$ cat src/rtl/sata_phy_pkg.sv
// sata_phy_pkg: state encoding and default timing constants for the GTX reset sequencer
package sata_phy_pkg;

  typedef enum logic [3:0] {
    S_RESET     = 4'd0,
    S_CPLL_RST  = 4'd1,
    S_WAIT_LOCK = 4'd2,
    S_PMA_RST   = 4'd3,
    S_WAIT_USR  = 4'd4,
    S_WAIT_DONE = 4'd5,
    S_READY     = 4'd6,
    S_RX_RST    = 4'd7,
    S_RX_WAIT   = 4'd8
  } state_t;

  localparam int CPLLRST_TIME_D    = 8;
  localparam int TXPMARESET_TIME_D = 1;
  localparam int RXEYERESET_TIME_D = 35;
  localparam int RXRST_TIME_D      = 8;
  localparam int LOCK_TIMEOUT_D    = 4095;

  function automatic int max2(input int a, input int b);
    return (a > b) ? a : b;
  endfunction

endpackage

$ cat src/rtl/sata_sync2.sv
// sata_sync2: two-flop synchronizer into the gtrefclk domain, cleared by extrst
module sata_sync2 (
  input  logic gtrefclk,
  input  logic extrst,
  input  logic d,
  output logic q
);

  logic [1:0] r;

  // shift the async level through two flops
  always_ff @(posedge gtrefclk or posedge extrst)
    if (extrst) r <= '0;
    else r <= {r[0], d};

  assign q = r[1];

endmodule

$ cat src/rtl/gtx_rst_seq.sv
// gtx_rst_seq: GTX CPLL/PMA/userrdy reset sequencer with OOB RX reset handshake; GTX_RST_SEQ_TIMEOUT_EN enables lock/done timeout retries
module gtx_rst_seq
  import sata_phy_pkg::*;
#(
  parameter int CPLLRST_TIME    = CPLLRST_TIME_D,
  parameter int TXPMARESET_TIME = TXPMARESET_TIME_D,
  parameter int RXEYERESET_TIME = RXEYERESET_TIME_D,
  parameter int RXRST_TIME      = RXRST_TIME_D,
  parameter int LOCK_TIMEOUT    = LOCK_TIMEOUT_D
) (
  input  logic       gtrefclk,
  input  logic       extrst,
  input  logic       cplllock,
  input  logic       usrpll_locked,
  input  logic       txresetdone,
  input  logic       rxresetdone,
  input  logic       rxreset_req,
  output logic       cpllreset,
  output logic       txreset,
  output logic       rxreset,
  output logic       txuserrdy,
  output logic       rxuserrdy,
  output logic       gtx_ready,
  output logic       rxreset_ack,
  output logic [3:0] state,
  output logic [7:0] retry_cnt
);

`ifdef GTX_RST_SEQ_TIMEOUT_EN
  localparam bit TMO_EN = 1'b1;
`else
  localparam bit TMO_EN = 1'b0;
`endif

  localparam logic [8:0]  T_CPLL  = 9'(CPLLRST_TIME);
  localparam logic [8:0]  T_PMA   = 9'(max2(TXPMARESET_TIME, RXEYERESET_TIME));
  localparam logic [8:0]  T_EYE   = 9'(RXEYERESET_TIME);
  localparam logic [8:0]  T_RXRST = 9'(RXRST_TIME);
  localparam logic [16:0] T_LOCK  = 17'(LOCK_TIMEOUT);

  state_t      st, st_n;
  logic [4:0]  a_in, s;
  logic        lock_s, usr_s, txdone_s, rxdone_s, req_s;
  logic [7:0]  cnt, retry;
  logic [8:0]  elapsed;
  logic [15:0] tmr;
  logic        tmo, retry_inc;

  assign a_in = {rxreset_req, rxresetdone, txresetdone, usrpll_locked, cplllock};
  assign {req_s, rxdone_s, txdone_s, usr_s, lock_s} = s;

  for (genvar i = 0; i < 5; i++) begin : g_sync
    sata_sync2 u_sync (.gtrefclk(gtrefclk), .extrst(extrst), .d(a_in[i]), .q(s[i]));
  end

  assign elapsed   = {1'b0, cnt} + 9'd1;
  assign tmo       = TMO_EN && (({1'b0, tmr} + 17'd1) >= T_LOCK);
  assign retry_inc = (st_n == S_CPLL_RST) && ((st == S_WAIT_LOCK) || (st == S_WAIT_DONE && lock_s));
  assign state     = st;
  assign retry_cnt = retry;

  // next-state decode; lock loss from PMA_RST onward overrides every other exit
  always_comb begin
    st_n = st;
    case (st)
      S_RESET:     st_n = S_CPLL_RST;
      S_CPLL_RST:  st_n = (elapsed >= T_CPLL) ? S_WAIT_LOCK : st;
      S_WAIT_LOCK: st_n = lock_s ? S_PMA_RST : (tmo ? S_CPLL_RST : st);
      S_PMA_RST:   st_n = (elapsed >= T_PMA) ? S_WAIT_USR : st;
      S_WAIT_USR:  st_n = usr_s ? S_WAIT_DONE : st;
      S_WAIT_DONE: st_n = (txdone_s && rxdone_s) ? S_READY : (tmo ? S_CPLL_RST : st);
      S_READY:     st_n = (req_s && !rxreset_ack) ? S_RX_RST : st;
      S_RX_RST:    st_n = (elapsed >= T_RXRST) ? S_RX_WAIT : st;
      S_RX_WAIT:   st_n = (elapsed >= T_EYE && rxdone_s) ? S_READY : st;
      default:     st_n = S_RESET;
    endcase
    if (st >= S_PMA_RST && st <= S_RX_WAIT && !lock_s) st_n = S_CPLL_RST;
  end

  // state, per-state counters and outputs registered from the next state
  always_ff @(posedge gtrefclk or posedge extrst)
    if (extrst) begin
      st          <= S_RESET;
      cnt         <= '0;
      tmr         <= '0;
      retry       <= '0;
      cpllreset   <= 1'b1;
      txreset     <= 1'b1;
      rxreset     <= 1'b1;
      txuserrdy   <= 1'b0;
      rxuserrdy   <= 1'b0;
      gtx_ready   <= 1'b0;
      rxreset_ack <= 1'b0;
    end else begin
      st          <= st_n;
      cnt         <= (st_n != st) ? '0 : cnt + 8'(cnt != 8'hff);
      tmr         <= (st_n != st) ? '0 : tmr + 16'(tmr != 16'hffff);
      retry       <= retry + 8'(retry_inc && retry != 8'hff);
      cpllreset   <= st_n inside {S_RESET, S_CPLL_RST};
      txreset     <= st_n inside {S_RESET, S_CPLL_RST, S_WAIT_LOCK};
      rxreset     <= st_n inside {S_RESET, S_CPLL_RST, S_WAIT_LOCK, S_RX_RST};
      txuserrdy   <= st_n inside {S_WAIT_DONE, S_READY, S_RX_RST, S_RX_WAIT};
      rxuserrdy   <= st_n inside {S_WAIT_DONE, S_READY, S_RX_WAIT};
      gtx_ready   <= st_n == S_READY;
      rxreset_ack <= req_s && (rxreset_ack || (st == S_RX_WAIT && st_n == S_READY));
    end

endmodule
$ cat config.mk
export PLATFORM = sky130hd
export DESIGN_NAME = gtx_rst_seq
export DESIGN_NICKNAME = d
export VERILOG_FILES = /design/src/rtl/sata_phy_pkg.sv /design/src/rtl/sata_sync2.sv /design/src/rtl/gtx_rst_seq.sv
export SDC_FILE = /design/constraint.sdc
export NUM_CORES = 1
export LEC_CHECK = 0
export ABC_AREA = 1
export ABC_CLOCK_PERIOD_IN_PS = 2600
export BUFFER_PORTS_ARGS = -buffer_cell sky130_fd_sc_hd__buf_4
export CORE_MARGIN = 2
export CORE_UTILIZATION = 40
export CTS_BUF_LIST = sky130_fd_sc_hd__clkbuf_4
export DETAILED_ROUTE_END_ITERATION = 6
export GPL_TIMING_DRIVEN = 0
export HOLD_SLACK_MARGIN = 0.08
export PLACE_DENSITY = 0.7
export SETUP_SLACK_MARGIN = 0.3
export SLEW_MARGIN = 5
export SYNTH_ARGS = -nofsm -noshare
export SYNTH_HDL_FRONTEND = slang
export SYNTH_SLANG_ARGS = --single-unit
export TNS_END_PERCENT = 1
$ cat constraint.sdc
create_clock -name gtrefclk -period 2.6 [get_ports gtrefclk]
set_input_delay 0.26 -clock gtrefclk [delete_from_list [all_inputs] [get_ports gtrefclk]]
set_output_delay 0.26 -clock gtrefclk [all_outputs]
set_load 0.005 [all_outputs]
Word-level counts from Yosys, hierarchy flattened
Index checks and enable logic that the tools add are counted.
- input bits: 7
- logic and storage cells: 71
- bits in registers: 37
- output and inout bits: 19
- order comparisons: 4
- reduce and logical (&&, ||, !) cells: 21
- add/subtract/negate cells: 3
- muxes and demuxes: 11
- eq/ne operators: 17
- operators by type and width (cell ; count):
    two-way mux 4 bit ; 9
    case mux 4 bit (9 select lines) ; 1
    == test 4 x 3 -> 1 bit (second input constant) ; 7
    adder 8 x 1 -> 8 bit ; 2
    inequality test 8 bit (second input constant) ; 2
    == test 4 x 2 -> 1 bit (second input constant) ; 3
    logical AND 1 bit ; 10
    adder 8 x 1 -> 9 bit (second input constant) ; 1
    >= comparator 9 x 4 -> 1 bit (second input constant) ; 1
    >= comparator 9 x 6 -> 1 bit (second input constant) ; 1
    == test 4 x 1 -> 1 bit (second input constant) ; 2
    == test 4 bit (second input constant) ; 2
    zero test 4 bit ; 2
    two-way mux 8 bit ; 1
    nonzero test 4 bit ; 2
    nonzero test 3 bit ; 2
    >= comparator 4 x 2 -> 1 bit (second input constant) ; 1
    less-or-equal comparator 4 bit (second input constant) ; 1
    inequality test 4 bit ; 1
    zero test 1 bit ; 2
    logical OR 1 bit ; 2
    nonzero test 2 bit ; 1

Depth between registers and ports, before layout
Gate-level depths: netlist of run 1.
- word-level depth: 10
- gate-level depth with buffers: 18
- depth with buffers taken out: 18

Hierarchy
A second synthesis of run 1 with hierarchy kept.
- cell total of the unflattened synthesis: 222
- area total of the unflattened synthesis: 2000.7 um2
- by module, submodules not included (module ; instances ; cells an instance ; area each (um2) ; sequential area each (um2)):
    gtx_rst_seq ; 1 ; 207 ; 1731.7 ; 679.4
    sata_sync2 ; 5 ; 3 ; 53.8 ; 50.0

Worst setup path before layout of run 1
No wires, ideal clock.
- path kind: reg-to-reg
- start point: register cnt[1]
- end point: register cnt[7]
- data required time: 2.479 ns
- setup time: 0.121 ns
- stages on the path, launching flop included: 17
- buffers on the path: 0
- data arrival time: 1.838 ns
- setup slack: 0.641 ns
- period minus slack after synthesis: 1.959 ns
- cells stage by stage: dfrtp_1 ha_1 nand3_1 nand2_1 nand2_1 inv_1 nand2_1 nor2_2 nand2_1 nand2_1 nand3b_1 nor2_1 nor2_4 nor2_2 nor2_2 nand2_4 nor2_2
- word-level cells in the longest chain between the ends: 8
- elaborated cells on any way between the ends: 14
- those cells by class: 2 x add/sub; 2 x order compare; 2 x eq/ne; 7 x mux; 1 x reduce/logical
- RTL lines (item ; RTL line ; RTL):
    start: declaration ; gtx_rst_seq.sv:44 ; logic [7:0] cnt, retry;
    start signal: assignment ; gtx_rst_seq.sv:96 ; cnt <= (st_n != st) ? '0 : cnt + 8'(cnt != 8'hff);
    adder 8 x 1 -> 9 bit (*) ; gtx_rst_seq.sv:56 ; assign elapsed = {1'b0, cnt} + 9'd1;
    >= comparator 9 x 6 -> 1 bit ; gtx_rst_seq.sv:69, gtx_rst_seq.sv:74 ;
    logical AND 1 bit ; gtx_rst_seq.sv:74 ; S_RX_WAIT: st_n = (elapsed >= T_EYE && rxdone_s) ? S_READY : st;
    two-way mux 4 bit ; gtx_rst_seq.sv:74 ;
    case mux 4 bit (9 select lines) (*) ; gtx_rst_seq.sv:65 ; case (st)
    two-way mux 4 bit (*) ; gtx_rst_seq.sv:77 ; if (st >= S_PMA_RST && st <= S_RX_WAIT && !lock_s) st_n = S_CPLL_RST;
    named net st_n[1] ; gtx_rst_seq.sv:41 ; state_t st, st_n;
    inequality test 4 bit (*) ; n/a ;
    two-way mux 8 bit (*) ; gtx_rst_seq.sv:96 ;
Mark *: on every way through the listed nets, which the timed path passes. The rest lies on a longest branch.

Final worst setup path of run 1
- start point: register cnt[0]
- end point: register cnt[5]
- word-level cells in the longest chain between the ends: 8
- elaborated cells on any way between the ends: 14
- those cells by class: 2 x add/sub; 2 x order compare; 2 x eq/ne; 7 x mux; 1 x reduce/logical
- RTL lines (item ; RTL line):
    adder 8 x 1 -> 9 bit ; gtx_rst_seq.sv:56
    >= comparator 9 x 6 -> 1 bit ; gtx_rst_seq.sv:69, gtx_rst_seq.sv:74
    logical AND 1 bit ; gtx_rst_seq.sv:74
    two-way mux 4 bit ; gtx_rst_seq.sv:74
    case mux 4 bit (9 select lines) ; gtx_rst_seq.sv:65
    two-way mux 4 bit ; gtx_rst_seq.sv:77
    inequality test 4 bit ; n/a
    two-way mux 8 bit (*) ; gtx_rst_seq.sv:96
Mark *: on every way between the ends. The rest lies on a longest branch, timed or not.

==> results of run 1 <==
critical path, cell delays in order (launching register included):
cell and delay, ns:
dfrtp_2 0.45, inv_1 0.09, ha_1 0.20, o21bai_1 0.15
nor2_1 0.11, nand3_1 0.11, nand2_2 0.10, nand2_2 0.07
nand2_1 0.08, nand2_1 0.07, o21bai_2 0.21, nand2_1 0.07
nand2_1 0.11, nor2_4 0.05, nand2_4 0.15, nor2_2 0.05
power groups by stage:
stage | clock (mW) | combinational (mW) | sequential (mW)
2_1_floorplan | 0 | 0.563 | 0.821
6_report | 0.318 | 0.877 | 0.830
5_1_grt | 0.358 | 0.987 | 0.849
3_3_place_gp | 0 | 0.806 | 0.828
4_1_cts | 0.333 | 0.835 | 0.821
3_5_place_dp | 0 | 0.825 | 0.833
registers in the layout, indices dropped and copies added, names as in the netlist, 4 cells and up:
register and cells:
state 4, cnt 8, g_sync.u_sync.r 10, retry_cnt 8
synthesized netlist by cell type (2+ instances only):
cell	instances
nand4_1	5
ha_1	6
dfstp_2	3
nand3_1	17
nor2_1	19
buf_4	2
nor2_4	3
nand2_1	50
a21oi_1	3
o22ai_1	2
nand3_2	2
nand3b_1	2
nor2_2	11
nor3_1	4
nand2_4	2
inv_1	24
nand2_2	6
xnor2_1	6
xor2_1	6
dfrtp_1	34
how the worst max path moves through the flow:
stage                     startpoint     endpoint  cells past startpoint
after CTS                     cnt[0]       cnt[0]                     17
final                         cnt[0]       cnt[5]                     15
after global routing          cnt[0]  rxreset_ack                     15
after detailed placement      cnt[0]       cnt[0]                     17
after floorplan               cnt[1]       cnt[7]                     16
after global placement        cnt[1]       cnt[7]                     16
area by class of cell:
cell class	count	area, um2	share of cell area [%]
plain buffers	3	18.77	0.7932
clock buffers	7	52.55	2.221
clock inverters	1	8.758	0.3702
inverters	25	93.84	3.966
multi-input cells	153	914.6	38.66
flip-flops and latches	37	932.1	39.40
well taps	54	67.56	2.856
repair buffers	35	277.8	11.74
stage by stage:
stage	setup slack (ns)	power (mW)	utilization, %
final	0.4235	2.025	50.43
after global routing	0.2276	2.194	50.43
after CTS	0.3381	1.990	49.15
after detailed placement	0.3665	1.659	46.56
after global placement	0.4188	1.634	46.56
after floorplan	0.6411	1.384	-
kinds of logic (layout without fill, tap and decap cells):
group / count (synthesis) / in the layout / share of synthesized area, %
XOR/XNOR: 12 / 12 / 5.447
other: 1 / 1 / 0.1944
buffers and inverters: 28 / 71 / 5.836
AO/OA/AOI/OAI: 10 / 10 / 3.437
flip-flops: 37 / 37 / 48.18
AND/OR/NAND/NOR: 124 / 124 / 33.01
adder cells (fa/ha/maj): 6 / 6 / 3.891
repair_timing:
action,in CTS,in global routing
buffers inserted,0,4
gates resized for setup,0,8
hold endpoints to repair,13,0
hold buffers,6,0
setup endpoints to repair,0,13
per-layer routing:
metal / part of all wire [%] / vias up
li1: - / 768
met1: 46 / 688
met2: 49 / 38
met3: 4.8 / 2
met4: 0.42 / 0
met5: 0 / -
==> results.ini, run 1 <==
[logic_synthesis]
syn_area_per_cell_um2 = 8.850
synth_top_cell_by_area = dfrtp_1
ys_async_sr_fraction_pct = 100.0
synth.distinct_cells = 31
synthFlopType = dfrtp_1
ys_warn_count = 0
synth_edf_count = 0
ys_seq_area_share_pct = 48.18
syn_area_mm2 = 0.001929
synth_top_cell_area_share_pct = 44.10
yosys-top-cells-area = dfrtp_1 (44%), nand2_1 (9.7%), inv_1 (4.7%), nand3_1 (4.4%), dfstp_2 (4.1%)
syn-instance-count = 218
synth_seq_cells = 37
syn-num-nets = 231

[clock_tree]
cts.sinks = 37
clk_pin_slew_ns = 0.10
insertion_delay_ns = 0.33
cts_made_buffers = 5
h-tree-depth = 2
root_buffer = clkbuf_4
cts_tree = done
cts_buffer_depth = 2

[final_layout]
finish.instance_area_mm2 = 0.002366
layout_commonest_cell = nand2_1
finalNonFillerCells = 315
antenna_cells = 0
drive_gt1_share_pct = 29.12
nets = 273
layout_common_cells = nand2_1 (48), dfrtp_1 (32), buf_4 (31)
area_delta_synth_final_pct = 22.63
fillers = 441

[place]
placed_cells = 297
dpl_cell_area_mm2 = 0.002185
hpwl_um = 2519
port_buffers = 25
gp_congestion = 0.8560

[die]
dieArea_mm2 = 0.005395
io_pins = 26
die_w_um = 73.45
die-height_um = 73.45
start_util_pct = 41.12
rows = 25
core-area_mm2 = 0.004692

[global_route]
gr-total-overflow = 0
grt_start_max_net_pins = 38
grt_antenna_before_repair = 0
grt_use_total_pct = 14.50
grt_pass1_wl_um = 5934
grt_pass1_vias = 1328
grt_use_met3_pct = 3.704
grt.busiest_layer = met2
grt.met2_usage_pct = 23.51
grtUsageMet1_pct = 19.14

[sta]
finClkSkew_ns = 0.01159
rsz0062_at_grt = true
setup_viol = 0
tns_ns = 0
fin_crit_ns = 2.176
slew_viol_final = 0
hold_violations = 0
max_freq_mhz = 459.5
min_period_over_period_pct = 83.71
max_slew_margin_pct = 48.84
tightest_slew_ns = 0.7663
whs_ns = 0.3581

[setup_path]
crit_required_ns = 2.82
reg2regPathDepth = 15
cp-start-kind = flip-flop
crit_arrival_ns = 2.40
cp_max_fo = 8
crit_type = reg -> reg
r2r_end = cnt[5]
r2r_setup_slack_ns = 0.42
cp-end-kind = flip-flop
r2r_start = cnt[0]

[power]
switching_share_pct = 40.08
intPower_mw = 1.213
power_density_mw_per_mm2 = 855.8
p_clk_share_pct = 15.7
leakagePower_nw = 1.228
pwr-share-seq_pct = 41.0
pwr-share-comb_pct = 43.3
netSwitchingPower_mw = 0.8115
ir_drop_mv = 0.4243

[routing]
drtIter0Drc = 116
final_antenna_net_count = 0
routed_wl_um = 3608
drt-vias-per-instance = 4.749
wl_per_cell_um = 11.45
route.detailed.drc = 0
dr.pass1.iters = 4
vias = 1496

[hold_path]
hp-class = reg -> reg
min_to = g_sync[3].u_sync.r[1]
hp-start = g_sync[3].u_sync.r[0]
hold_path_depth = 0

[flow_run]
drv_cap = 0

[run_status]
status = finished, final reports clean

Note: power is estimated with default switching activity, not from simulation.
==> run 2: changes to the inputs <==
Settings changed: ABC_AREA 1 to 0, ABC_CLOCK_PERIOD_IN_PS 2600 to 2200.
Clock period 2.6 ns to 2.2 ns, I/O delays scaled along.
==> run 2 against run 1 <==
  * The run now ends with setup timing left
  * Highest routed layer unchanged
  * Fmax fell by 15%
  * Via count rose by 11%
  * Largest power group unchanged
  * Sequential cell count did not move
  * Synthesized cell count fell by 4.1%
  * Wire length rose by 21%
==> results.ini, run 2 <==
[die]
start_util_pct = 41.15
io_pins = 26
rows = 26
die-height_um = 76.26
die_w_um = 76.26
core-area_mm2 = 0.005075
dieArea_mm2 = 0.005815

[flow_run]
drv_cap = 0

[power]
netSwitchingPower_mw = 0.9783
leakagePower_nw = 1.199
switching_share_pct = 39.18
pwr-share-comb_pct = 47.6
intPower_mw = 1.519
power.total_mw = 2.497
ir_drop_mv = 0.7242
p_clk_share_pct = 13.9
pwr-share-seq_pct = 38.4
power_density_mw_per_mm2 = 956.3

[routing]
vias = 1659
wl_per_cell_um = 13.55
routed_wl_um = 4362
drtIter0Drc = 85
dr.pass1.iters = 5
final_antenna_net_count = 0
route.detailed.drc = 0
drt-vias-per-instance = 5.152

[global_route]
gr-total-overflow = 0
grt_start_max_net_pins = 38
grt_use_total_pct = 16.04
grt_antenna_before_repair = 0
grt_pass1_wl_um = 7562
grt_pass1_vias = 1610

[final_layout]
antenna_cells = 0
final_util_pct = 51.45
fillers = 483
layout_common_cells = dfrtp_1 (32), buf_4 (28), nor2_1 (24)
multiInputGateArea_mm2 = 0.001127
layout_commonest_cell = dfrtp_1
drive_gt1_share_pct = 32.54
area_delta_synth_final_pct = 25.04
largest_reg_flops = 10
regArea_um2 = 932.1
nets = 264
largest_register = g_sync.u_sync.r

[sta]
worst_slack_ns = -0.3740
hold_violations = 0
finClkSkew_ns = 0.009489
fin_crit_ns = 2.574
max_freq_mhz = 388.5
min_period_over_period_pct = 117.0
max_slew_margin_pct = 50.32
rsz0062_at_grt = true
slew_viol_final = 0
setup_viol = 15
tightest_slew_ns = 0.7442

[logic_synthesis]
synthFlopType = dfrtp_1
ys_warn_count = 0
yosys-top-cells-area = dfrtp_1 (41%), nor2_1 (4.3%), dfstp_2 (3.8%), ha_1 (3.6%), xor2_1 (3.4%)
syn_area_mm2 = 0.002088
synth_edf_count = 0
synthTopCellsByCount = dfrtp_1 (34), nor2_1 (24), inv_1 (12), nand3_1 (12), nand2_1 (11)
syn-num-nets = 222
synth.distinct_cells = 55
synth_seq_cells = 37
syn-instance-count = 209
synth_top_cell_area_share_pct = 40.74
synth_top_cell_by_area = dfrtp_1
ys_async_sr_fraction_pct = 100.0
syn_area_per_cell_um2 = 9.992
ys_seq_area_share_pct = 44.52
yosysMostFrequentCell = dfrtp_1

[setup_path]
reg2regPathDepth = 11
crit_end = cnt[5]
cp-startpoint = cnt[0]
r2r_setup_slack_ns = -0.37
cp-start-kind = flip-flop
crit_arrival_ns = 2.81
cp-end-kind = flip-flop
crit_required_ns = 2.43
cp_max_fo = 8
crit_type = reg -> reg
r2r_start = cnt[0]
r2r_end = cnt[5]

[clock_tree]
cts.sinks = 37
cts_tree = done
cts_buffer_depth = 2
root_buffer = clkbuf_4
clk_pin_slew_ns = 0.12
cts_made_buffers = 5
h-tree-depth = 2
insertion_delay_ns = 0.34

[run_status]
status = complete, but fails checks
violations = setup timing

[place]
gp_congestion = 0.9407
port_buffers = 25
hpwl_um = 3011

[hold_path]
hp-start = g_sync[3].u_sync.r[0]
hp-class = reg -> reg

==> run 2: cell types whose count changed after synthesis, moves of 4 or more <==
cell,previous run,this run
nor2_1,19,24
nand3_1,17,12
and3_1,0,4
nand2_1,50,11
nand2_2,6,0
inv_1,24,12
o21ai_0,1,6
a21o_1,1,5
nor2_2,11,1
clkbuf_8,0,4
a21oi_1,3,10
==> run 2: power by group through the flow <==
stage,logic (mW),clock network (mW),registers (mW)
6_report,1.19,0.348,0.960
5_1_grt,1.31,0.402,0.980
4_1_cts,1.16,0.361,0.953
3_5_place_dp,1.03,0,0.968
3_3_place_gp,1.02,0,0.964
2_1_floorplan,0.728,0,0.946
==> run 2: repair_timing <==
item,CTS,global route
endpoints found under the hold margin,5,34
gates resized for setup,10,12
cloned,0,1
setup endpoints to repair,19,19
hold buffers,5,1
setup buffers,3,0
pin swaps,4,7
==> run 2: logic make-up after synthesis <==
family | share of synthesized area, %
simple gates | 18.87
compound gates | 19.29
flops | 44.52
buf+inv | 6.051
xor+xnor | 6.291
fa+ha+maj | 3.595
mux | 1.198
other cells | 0.1796
==> run 2: metrics by stage <==
| step | setup slack (ns) | TNS, ns | instances | hold WS [ns] | instance area (um2) |
|---|---|---|---|---|---|
| 6_report | -0.3740 | -4.405 | 322 | 0.3629 | 2611 |
| 5_1_grt | -0.4563 | -5.971 | 322 | 0.3696 | 2611 |
| 4_1_cts | -0.3456 | -4.245 | 320 | 0.2981 | 2532 |
| 3_5_place_dp | -0.5271 | -6.617 | 304 | 0.3312 | 2366 |
| 3_3_place_gp | -0.4844 | -6.166 | 304 | 0.3302 | 2366 |
| 2_1_floorplan | -0.2585 | -2.513 | 209 | 0.2514 | 2091 |
==> run 2: layer usage <==
layer | track usage [%] | wire, um | vias up
met5 | 0 | 0 | -
met4 | 6.000 | 77 | 0
met3 | 3.081 | 183 | 9
met2 | 26.55 | 2072 | 40
met1 | 20.90 | 2028 | 793
li1 | - | - | 817
==> run 2: worst min-delay path by stage <==
stage / endpoint / slack, ns / cells after the start
after global placement: g_sync[3].u_sync.r[0] / 0.33 / 1
after floorplan: g_sync[0].u_sync.r[0] / 0.25 / 0
after detailed placement: g_sync[2].u_sync.r[0] / 0.33 / 1
after global routing: g_sync[1].u_sync.r[1] / 0.37 / 0
final: g_sync[3].u_sync.r[1] / 0.36 / 0
after CTS: retry_cnt[2] / 0.30 / 2
==> run 2: layout make-up <==
type	instances	share of cell area, %
plain buffers	8	3.162
multi-input cells	152	43.17
inverters	12	1.725
repair buffers	35	10.78
clock inverters	3	0.6708
flip-flops and latches	37	35.70
clock buffers	5	1.437
well taps	70	3.354
==> run 2: critical path, cell delays in order, from the launching register on <==
cell,delay [ns]
dfrtp_2,0.46
inv_2,0.04
ha_1,0.27
nor2_1,0.04
or3_4,0.39
a21oi_4,0.17
o21ai_4,0.09
mux2_4,0.34
o211a_1,0.24
o31ai_4,0.22
buf_6,0.15
nor2_1,0.05
